===== config.mk =====
export PLATFORM = sky130hd
export DESIGN_NAME = pc_fetch
export DESIGN_NICKNAME = d
export VERILOG_FILES = /design/src/rtl/core_pkg.sv /design/src/rtl/pc_target.sv /design/src/rtl/pc_fetch.sv
export SDC_FILE = /design/constraint.sdc
export NUM_CORES = 1
export LEC_CHECK = 0
export ABC_AREA = 1
export BUFFER_PORTS_ARGS = -buffer_cell sky130_fd_sc_hd__buf_2
export CORE_UTILIZATION = 35
export DETAILED_ROUTE_END_ITERATION = 8
export MAX_ROUTING_LAYER = met4
export PLACE_DENSITY_LB_ADDON = 0.15
export SYNTH_ARGS = -nofsm -noshare
export SYNTH_HDL_FRONTEND = slang
export SYNTH_SLANG_ARGS = --single-unit

===== constraint.sdc =====
create_clock -name i_clk -period 4 [get_ports i_clk]
set_input_delay 0.8 -clock i_clk [delete_from_list [all_inputs] [get_ports i_clk]]
set_output_delay 0.8 -clock i_clk [all_outputs]
set_load 0.1 [all_outputs]

===== src/rtl/core_pkg.sv =====
// rtl/core_pkg.sv - shared constants and types for the fetch stage
// Purpose : data width, the NOP encoding driven to decode when idle, and the
//           fetch state encoding.
// Ports   : none (package)
package core_pkg;

   localparam int          XLEN      = 32;
   localparam logic [31:0] NOP_INSTR = 32'h0000_0013;

   typedef enum logic [1:0] {
      IDLE  = 2'd0,
      REQ   = 2'd1,
      DRAIN = 2'd2
   } fetch_state_t;

endpackage


===== src/rtl/pc_target.sv =====
// rtl/pc_target.sv - redirect target adder with JALR masking and alignment check
// Purpose : computes the redirect target of the EX instruction.
// Ports   : i_jalr_en  - select rs1-based (JALR) target
//           i_ex_pc    - PC of the EX instruction
//           i_imm      - sign-extended immediate
//           i_rs1_d    - JALR base register value
//           o_target   - redirect target (modulo 2^32)
//           o_misalign - target is not 4-byte aligned
module pc_target
   import core_pkg::*;
(
   input  logic            i_jalr_en,
   input  logic [XLEN-1:0] i_ex_pc,
   input  logic [XLEN-1:0] i_imm,
   input  logic [XLEN-1:0] i_rs1_d,
   output logic [XLEN-1:0] o_target,
   output logic            o_misalign
);

   logic [XLEN-1:0] w_sum;

   always_comb begin
      w_sum = i_jalr_en ? (i_rs1_d + i_imm) : (i_ex_pc + i_imm);
      // JALR clears bit 0, so only bit 1 can leave the target misaligned
      o_target   = i_jalr_en ? (w_sum & ~32'h1) : w_sum;
      o_misalign = o_target[1];
   end

endmodule


===== src/rtl/pc_fetch.sv =====
// rtl/pc_fetch.sv - program counter and instruction fetch stage
// Purpose : holds the PC, requests instructions from imem, buffers one
//           fetched instruction for decode and applies EX-stage redirects.
// Ports   : i_clk, i_rst                  - clock, synchronous active-high reset
//           i_ex_valid, i_branch_en, i_b,
//           i_jal_en, i_jalr_en            - EX redirect qualifiers
//           i_ex_pc, i_imm, i_rs1_d        - EX target operands
//           o_imem_req, o_imem_addr,
//           i_imem_ack, i_imem_rdata       - instruction memory port
//           o_if_valid, i_if_ready,
//           o_if_instr, o_if_pc            - 1-entry buffer towards decode
//           o_flush, o_misalign            - single-cycle status pulses
module pc_fetch
   import core_pkg::*;
#(
   parameter logic [31:0] RESET_PC = 32'h0000_0000
)
(
   input  logic        i_clk,
   input  logic        i_rst,
   input  logic        i_ex_valid,
   input  logic        i_branch_en,
   input  logic        i_b,
   input  logic        i_jal_en,
   input  logic        i_jalr_en,
   input  logic [31:0] i_ex_pc,
   input  logic [31:0] i_imm,
   input  logic [31:0] i_rs1_d,
   output logic        o_imem_req,
   output logic [31:0] o_imem_addr,
   input  logic        i_imem_ack,
   input  logic [31:0] i_imem_rdata,
   output logic        o_if_valid,
   input  logic        i_if_ready,
   output logic [31:0] o_if_instr,
   output logic [31:0] o_if_pc,
   output logic        o_flush,
   output logic        o_misalign
);

   fetch_state_t r_state;
   logic [31:0]  r_pc;
   logic [31:0]  r_drain_addr;
   logic [31:0]  r_if_instr;
   logic [31:0]  r_if_pc;
   logic         r_if_valid;
   logic         r_flush;
   logic         r_misalign;

   logic [31:0]  w_target;
   logic         w_tgt_misalign;
   logic         w_redirect;
   logic         w_take;
   logic         w_req;
   logic         w_hs;

   pc_target u_pc_target (
      .i_jalr_en  (i_jalr_en),
      .i_ex_pc    (i_ex_pc),
      .i_imm      (i_imm),
      .i_rs1_d    (i_rs1_d),
      .o_target   (w_target),
      .o_misalign (w_tgt_misalign)
   );

   always_comb begin
      w_redirect = i_ex_valid & (i_jal_en | i_jalr_en | (i_branch_en & i_b));
      // A misaligned target only raises the status pulse; the PC is kept
      w_take     = w_redirect & ~w_tgt_misalign;
      w_hs       = r_if_valid & i_if_ready;
      // Once raised the request cannot drop before ack: raising it needs the
      // buffer empty or draining, and the buffer then stays empty until ack.
      w_req      = (r_state == REQ) ? (~r_if_valid | i_if_ready) : (r_state == DRAIN);
   end

   always_ff @(posedge i_clk) begin
      if (i_rst) begin
         r_state      <= IDLE;
         r_pc         <= RESET_PC;
         r_drain_addr <= RESET_PC;
         r_if_instr   <= NOP_INSTR;
         r_if_pc      <= RESET_PC;
         r_if_valid   <= 1'b0;
         r_flush      <= 1'b0;
         r_misalign   <= 1'b0;
      end else begin
         r_flush    <= w_take;
         r_misalign <= w_redirect & w_tgt_misalign;

         if (w_hs) begin
            r_if_valid <= 1'b0;
         end
         if (w_take) begin
            r_pc       <= w_target;
            r_if_valid <= 1'b0;
         end

         case (r_state)
            IDLE: r_state <= REQ;
            REQ: begin
               if (w_take) begin
                  // Outstanding fetch must complete at its old address first
                  if (w_req & ~i_imem_ack) begin
                     r_state      <= DRAIN;
                     r_drain_addr <= r_pc;
                  end
               end else if (w_req & i_imem_ack) begin
                  r_if_instr <= i_imem_rdata;
                  r_if_pc    <= r_pc;
                  r_if_valid <= 1'b1;
                  r_pc       <= r_pc + 32'd4;
               end
            end
            DRAIN: begin
               if (i_imem_ack) begin
                  r_state <= REQ;
               end
            end
            default: r_state <= IDLE;
         endcase
      end
   end

   assign o_imem_req  = w_req;
   assign o_imem_addr = (r_state == DRAIN) ? r_drain_addr : r_pc;
   assign o_if_valid  = r_if_valid;
   assign o_if_instr  = r_if_valid ? r_if_instr : NOP_INSTR;
   assign o_if_pc     = r_if_pc;
   assign o_flush     = r_flush;
   assign o_misalign  = r_misalign;

endmodule


==> qor.csv, run 1 <==
stage,metric,value,unit
synthesis,Synth Flop Type,dfxtp_1,
worst_setup_path,critical path's slowest cell,buf_2,
routing,drt first-iter violations,675,
worst_setup_path,R2R depth,9,
synthesis,Post-Syn Area,0.00865,mm^2
sta,Fmax,312,MHz
clocking,CTS Root Cell,clkbuf_16,
worst_setup_path,CP Max Fanout,59,
die,Initial Util,35.7,%
layout,final cell count without fillers,1966,
die,number of placement rows,57,
sta,hold violation count in the final report,0,
pwr,total power draw,4.59,mW
sta,unrepaired setup endpoints after global routing,no,
die,Die Wd,159,um
synthesis,top post-synthesis cells by count,"431 x nand2_1, 180 x inv_1, 162 x nor2_1",
clocking,postcts setup bufs,0,
routing,Vias/cell,4.70,
synthesis,Cells after Synth,1418,
layout,Layout Nets,1798,
clocking,PostCTS Resize Cnt,0,
placement,Final GP Congestion,0.900,
synthesis,synthesized flop and latch total,133,
sta,Final Critical Period,3.20,ns
pwr,Leakage,5.65,nW
routing,First-pass DRT Iterations,7,
synthesis,Post-synth EDFFs,0,
global_routing,"Remaining Overflow, GRT",0,
pwr,Comb pwr share,30.8,%
synthesis,most common cell in the netlist,nand2_1,
job,max cap viols,0,
routing,# DRC,0,
placement,dpl hpwl,20100,um
sta,Final setup viols,0,
die,IO Pins,237,
sta,Worst-Margin Slew,0.714,ns
placement,PortBufs,236,
worst_setup_path,CP peak stage delay,0.50,ns
global_routing,total track usage,21.3,%
clocking,Clock transition at path regs,0.06,ns
pwr,VDD IR max,0.000239,V
worst_setup_path,crit-path cells,inv_2 > nand2_1 > clkinv_1 > buf_4 > o21ai_0 > buf_2,
synthesis,Ys Warns,0,
synthesis,synthesized area per cell,6.10,um^2
clocking,Bufs on Longest Clock Path,2,
clocking,Hold Buf Count CTS,0,
layout,share of cells above drive strength 1,19.0,%
sta,clk_skew,0.0182,ns
synthesis,sequential fraction of the synthesis area,30.8,%
worst_setup_path,required time of the critical path,3.20,ns
global_routing,vias in the first global route,8520,
synthesis,post-synth cell types,48,
layout,Layout Utilization,44.0,%
layout,Synth-to-Final Area Change,23.5,%
placement,DP Worst Slack,0.389,ns
die,Core ar.,0.0242,mm^2
synthesis,Area contributors post-synth,"dfxtp_1 31%, nand2_1 19%, o21ai_0 8.5%, inv_1 7.8%, nor2_1 7.0%",
pwr,sw power,1.75,mW
sta,Setup WS post-layout,0.799,ns
clocking,CTS tree,done,
synthesis,top-area cell type share of the netlist area,30.8,%
clocking,CTS sink count,133,
pwr,clock share of power,36.7,%
clocking,CTS H-tree depth,4,
worst_setup_path,Startpoint Class,register,
clocking,TritonCTS buffer count,17,
sta,Slew headroom,52.4,%
die,die height,159,um
run_status,outcome,finished clean,
synthesis,syn nets,1588,
worst_setup_path,Arrival @ worst endpoint,2.40,ns
sta,setup TNS,0,ns
worst_setup_path,crit end category,output pin,
synthesis,post-synth top area cell,dfxtp_1,
routing,via count,9244,
worst_hold_path,min-delay worst type,reg -> reg,
global_routing,antenna violations before repair,1,
worst_setup_path,Worst Setup Path Type,reg -> out,
pwr,switching part of the total power,38.2,%
pwr,Flop pwr share,32.5,%
die,die area,0.0253,mm^2
pwr,P per Cell Area,430,mW/mm^2
pwr,Int Power,2.83,mW
sta,period utilisation layout,80.0,%
routing,DRT antenna net count,0,
placement,placed cells,1933,
global_routing,first-pass GRT wire length,42700,um
worst_hold_path,Hold Crit Depth,2,
synthesis,Async SR Flop Fraction,0,%
sta,Final Max Tran Viols,0,
routing,routed len/inst,13.3,um
routing,final WL,26100,um
global_routing,largest net degree at the start of global routing,75,
clocking,clk_lat worst skew,0.42,ns
-- metal layers --
metal | vias up | global-route usage, % | routed length (um)
met4 | 0 | 5.16 | 293
met1 | 4075 | 29.6 | 13300
met5 | - | - | 0
li1 | 4917 | - | -
met3 | 19 | 2.76 | 985
met2 | 233 | 32.8 | 11500
-- metrics by stage --
| step | instance area [um^2] | hold slack (ns) |
|---|---|---|
| final | 10700 | 0.469 |
| after global routing | 10700 | 0.488 |
| after CTS | 10700 | 0.471 |
| after detailed placement | 10000 | 0.454 |
| after global placement | 10000 | 0.450 |
| after floorplan | 8650 | 0.434 |
-- cell families (layout without fill, tap and decap cells) --
| kind of cell | after synthesis | after routing | share of synthesized area (%) |
|---|---|---|---|
| AND/OR/NAND/NOR | 725 | 725 | 35.3 |
| AO/OA/AOI/OAI | 274 | 274 | 16.4 |
| buffers and inverters | 242 | 465 | 11.5 |
| flip-flops | 133 | 133 | 30.8 |
| adder cells (fa/ha/maj) | 33 | 33 | 4.86 |
| XOR/XNOR | 11 | 11 | 1.11 |
| other | 0 | 1 | 0 |
-- path summary, 6_finish.rpt --
| kind | from | endpoint | slack, ns |
|---|---|---|---|
| worst max register to register | r_state[0] | o_if_pc[28] | 1.66 |
| worst max-delay path | r_state[0] | o_imem_addr[20] | 0.80 |
| worst min register to register | r_if_instr[4] | r_if_instr[4] | 0.47 |
| worst min-delay path | r_if_instr[4] | r_if_instr[4] | 0.47 |
-- flip-flops by register name, summed over array words and instances, names as in the netlist --
| signal | cells |
|---|---|
| o_flush | 1 |
| o_if_valid | 1 |
| r_if_instr | 32 |
| o_if_pc | 32 |
| r_state | 2 |
| r_drain_addr | 32 |
| r_pc | 32 |
| o_misalign | 1 |
-- placed cells by master, fill, tap and decap left out, types with 2 or more instances in the layout --
| master | n |
|---|---|
| nand2_1 | 431 |
| buf_2 | 236 |
| inv_1 | 180 |
| nor2_1 | 162 |
| o21ai_0 | 146 |
| dfxtp_1 | 133 |
| a21oi_1 | 106 |
| nand3_1 | 72 |
| ha_1 | 32 |
| clkbuf_16 | 17 |
| nor3_1 | 9 |
| nand4_1 | 9 |
| buf_4 | 9 |
| o21bai_1 | 8 |
| nor2_2 | 7 |
| nand2_2 | 6 |
| xor2_1 | 6 |
| clkinv_4 | 6 |
| or2_2 | 5 |
| nand3b_1 | 5 |
| xnor2_1 | 5 |
| bufinv_16 | 4 |
| inv_4 | 3 |
| and2_1 | 3 |
| nor2_4 | 3 |
| o211ai_1 | 3 |
| o21ai_1 | 3 |
| inv_2 | 2 |
| nor2_8 | 2 |
| nand3_4 | 2 |
| nand3_2 | 2 |
| and3_1 | 2 |
| a31oi_1 | 2 |
| inv_6 | 2 |
-- power by group through the flow --
| stage | clock (mW) | combinational [mW] | sequential [mW] |
|---|---|---|---|
| 2_1_floorplan | 0 | 0.901 | 1.69 |
| 3_3_place_gp | 0 | 1.41 | 1.52 |
| 3_5_place_dp | 0 | 1.41 | 1.52 |
| 4_1_cts | 1.71 | 1.42 | 1.49 |
| 5_1_grt | 1.77 | 1.55 | 1.50 |
| 6_report | 1.68 | 1.41 | 1.49 |
-- critical path, delay by kind of cell, from the launching register on --
kind	cells	cell delay (ns)
DFF	1	0.34
and+or+nand+nor	1	0.21
buffers and inverters	4	1.03
AOI/OAI and AO/OA	1	0.38
-- cell type report --
type | instances | area (um^2)
fillers | 2753 | 13600
multi-input cells | 1043 | 4980
flip-flops and latches | 133 | 2660
repair buffers | 246 | 1270
inverters | 187 | 711
clock buffers | 19 | 443
well taps | 324 | 405
clock inverters | 13 | 198
diodes | 1 | 2.50
Note: power is estimated with default switching activity, not from simulation.
==> run 2: changes to the inputs <==
ABC_AREA = 0   (was 1)
clock period = 2.7 ns   (was 4 ns; I/O delays follow)
==> run 2 against run 1 <==
- highest routed layer unchanged
- worst setup slack worse by 1.0 ns
- sequential power is 46% higher
- largest power group is now combinational cells
- the run now ends with negative setup slack left
- total power is 50% higher
==> qor.csv, run 2 <==
stage,metric,value,unit
run_status,outcome,"finished, violations left",
run_status,failing checks,negative setup slack,
clocking,Clock transition at path regs,0.06,ns
placement,dpl hpwl,17100,um
worst_setup_path,worst r2r src,r_state[0],
layout,Synth-to-Final Area Change,51.6,%
clocking,CTS tree,done,
synthesis,post-synth top area cell,dfxtp_1,
worst_setup_path,crit end category,register,
worst_setup_path,crit-path cells,buf_12 > mux2_2 > ha_1 > nor2b_2 > o21a_1 > a311o_1 > a41o_1 > a211oi_4 > buf_4 > o41ai_4 > a221oi_2 > nor2_1 > a2111oi_2,
synthesis,sequential fraction of the synthesis area,34.8,%
global_routing,total track usage,20.7,%
clocking,clk_lat worst skew,0.41,ns
placement,PortBufs,236,
die,IO Pins,237,
sta,Final setup viols,11,
synthesis,synthesized area per cell,7.85,um^2
routing,final WL,22400,um
routing,routed len/inst,14.0,um
layout,filler instances,2049,
layout,most frequent cells in the layout,"241 x nand2_1, 201 x buf_2, 136 x buf_4",
layout,share of cells above drive strength 1,39.4,%
worst_setup_path,required time of the critical path,3.01,ns
synthesis,Post-Syn Area,0.00764,mm^2
sta,Worst-Margin Slew,0.715,ns
synthesis,Ys Warns,0,
worst_hold_path,HP Start,i_imem_rdata[4],
sta,Setup WS post-layout,-0.197,ns
sta,setup TNS,-0.977,ns
sta,Final Critical Period,2.90,ns
clocking,TritonCTS buffer count,17,
worst_setup_path,"delay-heaviest family, CP",compound AO/OA/AOI/OAI gates,
routing,DRT antenna net count,0,
die,die area,0.0224,mm^2
sta,clk_skew,0.00831,ns
routing,drt first-iter violations,267,
global_routing,antenna violations before repair,0,
sta,Fmax,345,MHz
clocking,CTS H-tree depth,4,
worst_setup_path,Worst Setup Path Type,in -> reg,
layout,Layout Utilization,54.6,%
synthesis,Area contributors post-synth,"dfxtp_1 35%, nand2_1 12%, mux2_2 8.8%, a21oi_1 8.4%, ha_1 5.2%",
die,die height,150,um
synthesis,Post-synth EDFFs,0,
routing,via count,7769,
die,Core ar.,0.0212,mm^2
global_routing,"Remaining Overflow, GRT",0,
sta,period utilisation layout,107,%
layout,"commonest non-fill, non-tap cell in the layout",nand2_1,
clocking,CTS Root Cell,clkbuf_16,
worst_setup_path,CP Max Fanout,5,
synthesis,top post-synthesis cells by count,"242 x nand2_1, 133 x dfxtp_1, 128 x a21oi_1",
synthesis,Cells after Synth,974,
synthesis,Async SR Flop Fraction,0,%
worst_setup_path,critical path's slowest cell,mux2_2,
synthesis,synthesized flop and latch total,133,
sta,Final Max Tran Viols,0,
global_routing,first-pass GRT wire length,36100,um
global_routing,vias in the first global route,7283,
synthesis,Synth Flop Type,dfxtp_1,
sta,unrepaired setup endpoints after global routing,yes,
clocking,CTS sink count,133,
global_routing,largest net degree at the start of global routing,64,
synthesis,syn nets,1144,
job,max cap viols,0,
worst_hold_path,Worst Hold Path EP,r_if_instr[4],
placement,Final GP Congestion,0.862,
layout,Diodes inserted,0,
worst_setup_path,Startpoint Class,input pin,
worst_setup_path,R2R depth,9,
worst_setup_path,RR Endpoint,r_pc[25],
die,Initial Util,36.0,%
clocking,Bufs on Longest Clock Path,2,
worst_setup_path,Arrival @ worst endpoint,3.21,ns
synthesis,top-area cell type share of the netlist area,34.8,%
worst_hold_path,min-delay worst type,in -> reg,
routing,First-pass DRT Iterations,5,
sta,Slew headroom,52.3,%
worst_setup_path,Reg2Reg Setup Slack,0.27,ns
clocking,Hold Buf Count CTS,0,
pwr,Leakage,5.07,nW
pwr,P per Cell Area,594,mW/mm^2
die,Die Wd,150,um
pwr,VDD IR max,0.000532,V
die,number of placement rows,53,
routing,Vias/cell,4.87,
sta,hold violation count in the final report,0,
worst_setup_path,CP peak stage delay,0.32,ns
synthesis,post-synth cell types,58,
synthesis,most common cell in the netlist,nand2_1,
layout,Layout Nets,1479,
worst_hold_path,Hold Crit Depth,3,
worst_setup_path,Buf/Inv on CP,2,
routing,# DRC,0,
## run 2: cell count changes in the layout (fill, tap and decap cells not counted), moves of 31 or more
cell and delta:
nand2_1 -190, inv_1 -172, and2_1 +31, nor2_1 -122, buf_4 +127, buf_2 -35, o21ai_0 -137, mux2_2 +56
nand3_1 -61, buf_12 +39
## run 2: tightest hold or removal path, delay by kind of cell
kind,cells,cell delay (ns)
buf+inv,1,0.07
simple gates,2,0.11
## run 2: how the worst max path moves through the flow
stage	end	depth (start not counted)	slack [ns]	from
after floorplan	r_pc[20]	15	-0.74	i_jalr_en
after global placement	r_pc[25]	13	-0.84	i_jalr_en
after global routing	r_pc[28]	15	-0.34	i_jalr_en
final	r_pc[28]	13	-0.20	i_jalr_en
after CTS	r_pc[20]	14	-0.17	i_jalr_en
after detailed placement	r_pc[25]	13	-0.88	i_jalr_en
## run 2: timing repair
item,CTS,global route
pin swaps,23,21
resized for setup,33,20
cloned,1,0
buffers inserted,4,1
setup endpoints to repair,17,17
## run 2: final cells by class
cell class	instances	area (um^2)	area share [%]
Clock buffer	21	460	3.97
Clock inverter	10	130	1.12
Inverter	9	33.8	0.292
Multi-Input combinational cell	767	5060	43.7
Sequential cell	133	2660	23.0
Tap cell	275	344	2.97
Timing Repair Buffer	381	2890	24.9
## run 2: logic make-up (layout without fill, tap and decap cells)
family                     after synthesis  count (layout)  share of synthesized area [%]
and+or+nand+nor                        394             394                           22.9
xor gates and xnor gates                48              48                           5.50
muxes                                   63              63                           9.23
DFF                                    133             133                           34.8
buffers and inverters                   74             421                           3.68
AOI/OAI and AO/OA                      229             229                           18.3
adders and majority gates               33              33                           5.50
## run 2: where the power goes
part	leakage (nW)	internal [mW]	switching (mW)
sequential	1.08	2.07	0.104
clock	0.288	1.49	0.823
combinational	3.70	1.02	1.38
total	5.07	4.58	2.30
## run 2: stage by stage
stage	std cells	setup WS [ns]	hold WS [ns]	instance area, um^2	power, mW
2_1_floorplan	974	-0.742	0.429	7780	3.58
3_3_place_gp	1560	-0.838	0.437	10600	4.50
3_5_place_dp	1560	-0.880	0.442	10600	4.51
4_1_cts	1595	-0.167	0.326	11500	6.91
5_1_grt	1596	-0.336	0.347	11600	7.23
6_report	1596	-0.197	0.347	11600	6.88
## run 2: routing by layer
| layer | up-vias | global-route usage, % | share of wire, % |
|---|---|---|---|
| met5 | - | - | 0 |
| met4 | 0 | 5.05 | 1.0 |
| met3 | 13 | 3.29 | 5.5 |
| met2 | 223 | 33.8 | 47 |
| met1 | 3496 | 26.8 | 46 |
| li1 | 4037 | - | - |
